### src/rtl/gate_exhaustive_sequencer.sv
// Drives the four {a,b} vectors into a 2-input gate, samples its output after a
// settle interval and compares each sample with a parameterised truth table.
module gate_exhaustive_sequencer #(
    parameter int         SETTLE_CYCLES = 2,
    parameter logic [3:0] TRUTH_TABLE   = 4'b0001
) (
    input  logic       clk,
    input  logic       rst,
    input  logic       start,
    input  logic       gate_y,
    output logic       gate_a,
    output logic       gate_b,
    output logic       busy,
    output logic       sample_valid,
    output logic [1:0] sample_idx,
    output logic [3:0] mismatch,
    output logic       done,
    output logic       pass
);

    localparam int CNT_W = (SETTLE_CYCLES > 1) ? $clog2(SETTLE_CYCLES) : 1;
    localparam logic [CNT_W-1:0] CNT_LAST = CNT_W'(SETTLE_CYCLES - 1);

    typedef enum logic [1:0] {
        IDLE,
        SETTLE,
        SAMPLE,
        DONE
    } state_t;

    state_t           state_q, state_d;
    logic [1:0]       idx_q, idx_d;
    logic [CNT_W-1:0] cnt_q, cnt_d;
    logic             gate_a_q, gate_a_d;
    logic             gate_b_q, gate_b_d;
    logic [3:0]       mismatch_q, mismatch_d;
    logic             pass_q, pass_d;

    always_ff @(posedge clk) begin
        if (rst) begin
            state_q    <= IDLE;
            idx_q      <= 2'd0;
            cnt_q      <= '0;
            gate_a_q   <= 1'b0;
            gate_b_q   <= 1'b0;
            mismatch_q <= 4'd0;
            pass_q     <= 1'b0;
        end else begin
            state_q    <= state_d;
            idx_q      <= idx_d;
            cnt_q      <= cnt_d;
            gate_a_q   <= gate_a_d;
            gate_b_q   <= gate_b_d;
            mismatch_q <= mismatch_d;
            pass_q     <= pass_d;
        end
    end

    always_comb begin
        state_d    = state_q;
        idx_d      = idx_q;
        cnt_d      = cnt_q;
        gate_a_d   = gate_a_q;
        gate_b_d   = gate_b_q;
        mismatch_d = mismatch_q;
        pass_d     = pass_q;
        case (state_q)
            IDLE: begin
                if (start) begin
                    idx_d      = 2'd0;
                    cnt_d      = '0;
                    mismatch_d = 4'd0;
                    pass_d     = 1'b0;
                    gate_a_d   = 1'b0;
                    gate_b_d   = 1'b0;
                    state_d    = SETTLE;
                end
            end
            SETTLE: begin
                if (cnt_q == CNT_LAST) begin
                    state_d = SAMPLE;
                end else begin
                    cnt_d = cnt_q + CNT_W'(1);
                end
            end
            SAMPLE: begin
                mismatch_d[idx_q] = (gate_y != TRUTH_TABLE[idx_q]);
                // Last vector goes to DONE so idx never wraps inside a run
                if (idx_q == 2'd3) begin
                    state_d = DONE;
                end else begin
                    idx_d                = idx_q + 2'd1;
                    {gate_a_d, gate_b_d} = idx_q + 2'd1;
                    cnt_d                = '0;
                    state_d              = SETTLE;
                end
            end
            DONE: begin
                pass_d   = ~|mismatch_q;
                gate_a_d = 1'b0;
                gate_b_d = 1'b0;
                state_d  = IDLE;
            end
            default: state_d = IDLE;
        endcase
    end

    assign gate_a       = gate_a_q;
    assign gate_b       = gate_b_q;
    assign busy         = (state_q != IDLE);
    assign sample_valid = (state_q == SAMPLE);
    assign sample_idx   = idx_q;
    assign mismatch     = mismatch_q;
    assign done         = (state_q == DONE);
    assign pass         = pass_q;

endmodule

### config.mk
export PLATFORM = sky130hd
export DESIGN_NAME = gate_exhaustive_sequencer
export DESIGN_NICKNAME = d
export VERILOG_FILES = /design/src/rtl/gate_exhaustive_sequencer.sv
export SDC_FILE = /design/constraint.sdc
export NUM_CORES = 1
export LEC_CHECK = 0
export CAP_MARGIN = 20
export CORE_MARGIN = 3
export CORE_UTILIZATION = 45
export CTS_CLUSTER_SIZE = 24
export DETAILED_ROUTE_END_ITERATION = 8
export GPL_ROUTABILITY_DRIVEN = 1
export GPL_TIMING_DRIVEN = 1
export PLACE_DENSITY = 0.74
export SYNTH_ARGS = -nofsm -noshare
export SYNTH_HDL_FRONTEND = slang
export SYNTH_SLANG_ARGS = --single-unit
### constraint.sdc
create_clock -name clk -period 5.4 [get_ports clk]
set_input_delay 1.08 -clock clk [delete_from_list [all_inputs] [get_ports clk]]
set_output_delay 1.08 -clock clk [all_outputs]
set_load 0.005 [all_outputs]
-- Word level (Yosys, flattened, before mapping)
Cells that the tools add are included.
- bits in registers: 12
- input bits: 4
- output and inout bits: 12
- word-level logic and storage cells: 57
- $add $sub $neg: 2
- magnitude comparators: 2
- equality and inequality tests: 8
- mux-type cells: 23
- reduce and logical (&&, ||, !) cells: 15
- operator list (kind ; count):
    2-bit 2-to-1 mux ; 5
    1-bit one-hot mux with 3 select lines ; 3
    3-bit AND reduction ; 3
    2-bit one-hot mux with 4 select lines ; 1
    4-bit one-hot mux with 2 select lines ; 1
    1-bit 2-to-1 mux ; 7
    2-bit == test (second input constant) ; 3
    2-bit != test (second input constant) ; 3
    2-bit AND reduction ; 3
    2-bit nonzero test ; 3
    3-bit nonzero test ; 2
    4-bit bitwise mux ; 1
    4-bit 2-to-1 mux ; 1
    2-bit one-hot mux with 2 select lines ; 1
    4-bit OR reduction ; 1
    2-bit by 3-bit less-than comparator with 1-bit output (second input constant) ; 1
    2-bit by 1-bit adder with 2-bit output (second input constant) ; 1
    1-bit binary-select mux with 2-bit select ; 1
    1-bit demux with 2-bit select ; 1
    2-bit by 1-bit == test with 1-bit output (second input constant) ; 1
    2-bit by 1-bit greater-or-equal comparator with 1-bit output (second input constant) ; 1
    2-bit logical NOT ; 1
    1-bit one-hot mux with 2 select lines ; 1
    1-bit adder (second input constant) ; 1
    3 further kinds ; 3

-- Depth between registers and ports, before layout
- depth in word-level cells: 6
- mapped depth: 6

-- Worst setup path before layout
No wires, ideal clock.
- kind: input-to-reg
- from: input port gate_y
- to: register mismatch_q[3], in the netlist mismatch[3]
- arrival time: 2.123 ns
- data required time: 5.330 ns
- path slack: 3.207 ns
- stages: 5
- buffers on the path: 0
- cell sequence: inv_1 -> ha_1 -> or2b_1 -> or4_1 -> a21oi_1
- cells in the longest elaborated chain, start to end: 3
- ends and longest elaborated chain (element ; line ; RTL):
    from (decl) ; 10 ; input logic gate_y,
    1-bit != test ; 87 ; mismatch_d[idx_q] = (gate_y != TRUTH_TABLE[idx_q]);
    4-bit bitwise mux ; 87 ;
    4-bit one-hot mux with 2 select lines ; 67 ; case (state_q)
    to (signal assigned) ; 54 ; mismatch_q <= mismatch_d;
    to (decl) ; 36 ; logic [3:0] mismatch_q, mismatch_d;
Every way passes these cells.
A chain may end at the register's enable or synchronous reset.

-- Worst setup path after layout
- from: register state_q[1]
- to: output port sample_valid
- cells in the longest elaborated chain, start to end: 1
- ends and longest elaborated chain (element ; line ; RTL):
    from (decl) ; 31 ; state_t state_q, state_d;
    from (signal assigned) ; 49 ; state_q <= state_d;
    2-bit == test ; 111 ; assign sample_valid = (state_q == SAMPLE);
    to (decl) ; 14 ; output logic sample_valid,
Every way passes these cells.

==> flow_summary_export.csv <==
group,metric,value,unit
synthesis,yosysUniqueCellTypes,26,
floorplan,fp.dieH,43.7,um
final_layout,area_growth,27.7,%
floorplan,die-area,1910,um^2
placement,finalWeightedCongestion,0.695,
worst_setup_path,crit_buf_inv,2,
sta,final.min_clock_period,2.85,ns
power,peakVddDrop,0.000147,V
worst_setup_path,reg2reg_from,"sample_idx[0]",
worst_setup_path,slowest_delay,0.59,ns
sta,slew_headroom,70.5,%
synthesis,ys_seq_area_share,37.5,%
sta,clock_skew,0.00417,ns
global_route,grt_max_degree,14,
placement,post-place-ws,2.68,ns
global_route,grtUsageTotal,16.2,%
sta,rsz0062_at_grt,"false",
sta,setup_viol,0,
sta,max_freq,351,MHz
worst_setup_path,critPathLaunchType,"flop",
clocking,clk_pin_slew,0.07,ns
power,power_density,205,nW/um^2
routing,drc,0,
clocking,cts_htree_levels,1,
sta,hold_violations,0,
synthesis,ys_ff_latch,12,
routing,dr.pass1.iters,4,
routing,viasPerCell,5.59,
clocking,cts_resized,0,
floorplan,num_io_pins,16,
global_route,grt_overflow,0,
final_layout,diodes,0,
worst_setup_path,r2r_end,"mismatch[3]",
clocking,clock-sinks,12,
global_route,antenna_found_initial,0,
sta,fin_crit_sh,52.7,%
clocking,clockRootBuffer,"clkbuf_4",
clocking,ctsLongestPathBuffers,2,
routing,ant_nets,0,
worst_setup_path,crit_cells,3,
power,p_leak,0.324,nW
synthesis,syn-num-nets,84,
routing,drtIter0Drc,6,
placement,io_buffers,15,
worst_setup_path,cp_top_family,"buffers and inverters",
clocking,cts_buffers,3,
floorplan,start_util,52.7,%
synthesis,syn_area,641,um^2
worst_setup_path,critical_path.endpoint,"sample_valid",
run_status,status,"finished clean",
synthesis,syn_avg_cell_area,8.66,um^2
synthesis,post_synth_inst_count,74,
floorplan,die_w,43.7,um
global_route,grt_first_pass_wirelength,2.32,mm
placement,placed_area,796,um^2
routing,finalWirelength,1.32,mm
worst_setup_path,setup.worst_path.start,"state_q[1]",
clocking,cts_tree,"yes",
worst_setup_path,r2r_slack,3.45,ns
hold_path,hp-class,"reg -> reg",
final_layout,layout.nets,101,
clocking,ctsHoldBuffers,0,
worst_setup_path,reg2regPathDepth,6,
final_layout,drive_gt1_share,5.62,%
clocking,post-cts-setup-buffers,0,
sta,setup_tns,0,ns
sta,tightest_slew,0.442,ns
sta,slew_violations,0,
final_layout,utilization,67.3,%
floorplan,row_count,12,
global_route,grt_pass1_vias,547,
worst_setup_path,end_kind,"primary output",
floorplan,core-area,1220,um^2
worst_setup_path,cp.required,4.32,ns
routing,post_drt_wl_per_cell,12.8,um
sta,setup_ws,2.55,ns
synthesis,ys_warn_count,0,
worst_setup_path,cp_slowest_cell,"dfxtp_1",
worst_setup_path,path_cells,"nand2b_1 -> inv_1 -> clkdlybuf4s50_1",
final_layout,n_fill_cell,102,
worst_setup_path,arrival,1.77,ns
flow_run,maxCapViolCount,0,
placement,place_hpwl,989,um
clocking,clock_latency,0.27,ns
worst_setup_path,critical_path.max_fanout,13,
final_layout,final_area,818,um^2
worst_setup_path,critPathKind,"reg -> out",
routing,vias,576,
-- cell type report --
cell class	instances	area [um^2]	area share [%]
multi-input cells	52	362	44.2
repair buffers	15	150	18.3
flip-flops and latches	12	240	29.4
clock buffers	3	22.5	2.75
inverters	7	26.3	3.21
well taps	14	17.5	2.14
-- synthesized netlist by cell type --
cell type | n | area [um^2]
buf_2 | 1 | 5.00
or4_1 | 2 | 15.0
or2_2 | 1 | 6.26
nand4b_1 | 1 | 8.76
a21oi_1 | 7 | 35.0
a32o_1 | 2 | 20.0
a21o_1 | 2 | 15.0
or2b_1 | 1 | 7.51
a31oi_1 | 2 | 12.5
and3_1 | 1 | 6.26
nand3_1 | 3 | 15.0
nand3b_1 | 1 | 7.51
a311oi_1 | 2 | 17.5
mux2i_1 | 1 | 10.0
o32ai_1 | 2 | 17.5
dfxtp_1 | 12 | 240
ha_1 | 6 | 75.1
nand2_1 | 6 | 22.5
o21bai_1 | 1 | 7.51
nor2_1 | 2 | 7.51
o21ba_2 | 1 | 10.0
nand2b_1 | 2 | 12.5
nor2b_1 | 2 | 12.5
o21ai_0 | 4 | 20.0
clkbuf_1 | 2 | 7.51
inv_1 | 7 | 26.3
-- placed cells by master (no fill, tap or decap), types with 3 or more instances in the layout --
cell             Yosys  final
clkdlybuf4s50_1      0     15
inv_1                7      7
nand2_1              6      6
clkbuf_4             0      3
a21oi_1              7      7
dfxtp_1             12     12
nand3_1              3      3
ha_1                 6      6
o21ai_0              4      4
-- report_power, final --
group	internal (mW)	switching [mW]	leakage, nW	total [mW]
Sequential	0.0905	0.00368	0.0972	0.0942
Combinational	0.0110	0.00878	0.214	0.0198
Clock	0.0258	0.0277	0.0138	0.0535
-- sequential cells by signal, summed over array words and instances (netlist names) --
signal / cells
sample_idx: 2
gate_b: 1
mismatch: 4
state_q: 2
pass: 1
cnt_q: 1
gate_a: 1
-- per-stage QoR --
| stage | hold WS (ns) | instances | power, mW |
|---|---|---|---|
| after detailed placement | 0.454 | 100 | 0.116 |
| after global routing | 0.504 | 103 | 0.180 |
| after global placement | 0.458 | 100 | 0.116 |
| final | 0.466 | 103 | 0.167 |
| after CTS | 0.471 | 103 | 0.171 |
| after floorplan | 0.448 | 74 | 0.108 |
-- cells by family after synthesis --
kind of cell	Yosys count	share of synthesized area [%]
adders and majority gates	6	11.7
AOI/OAI and AO/OA	23	24.2
and+or+nand+nor	22	18.9
muxes	1	1.56
DFF	12	37.5
buffers and inverters	10	6.06
-- routing by layer --
metal  track usage [%]  wire length (um)
met2              23.8               589
met4              9.04                23
met1              21.4               635
met3              3.73                73
met5                 0                 0
-- worst min path at each step --
stage / startpoint / end / slack (ns) / depth (start not counted)
finish: gate_b / gate_b / 0.47 / 1
global route: gate_b / gate_b / 0.50 / 1
detailed placement: gate_b / gate_b / 0.45 / 1
CTS: gate_b / gate_b / 0.47 / 1
floorplan: cnt_q / cnt_q / 0.45 / 2
global placement: gate_b / gate_b / 0.46 / 1
Power figures use the tool's default switching activity.
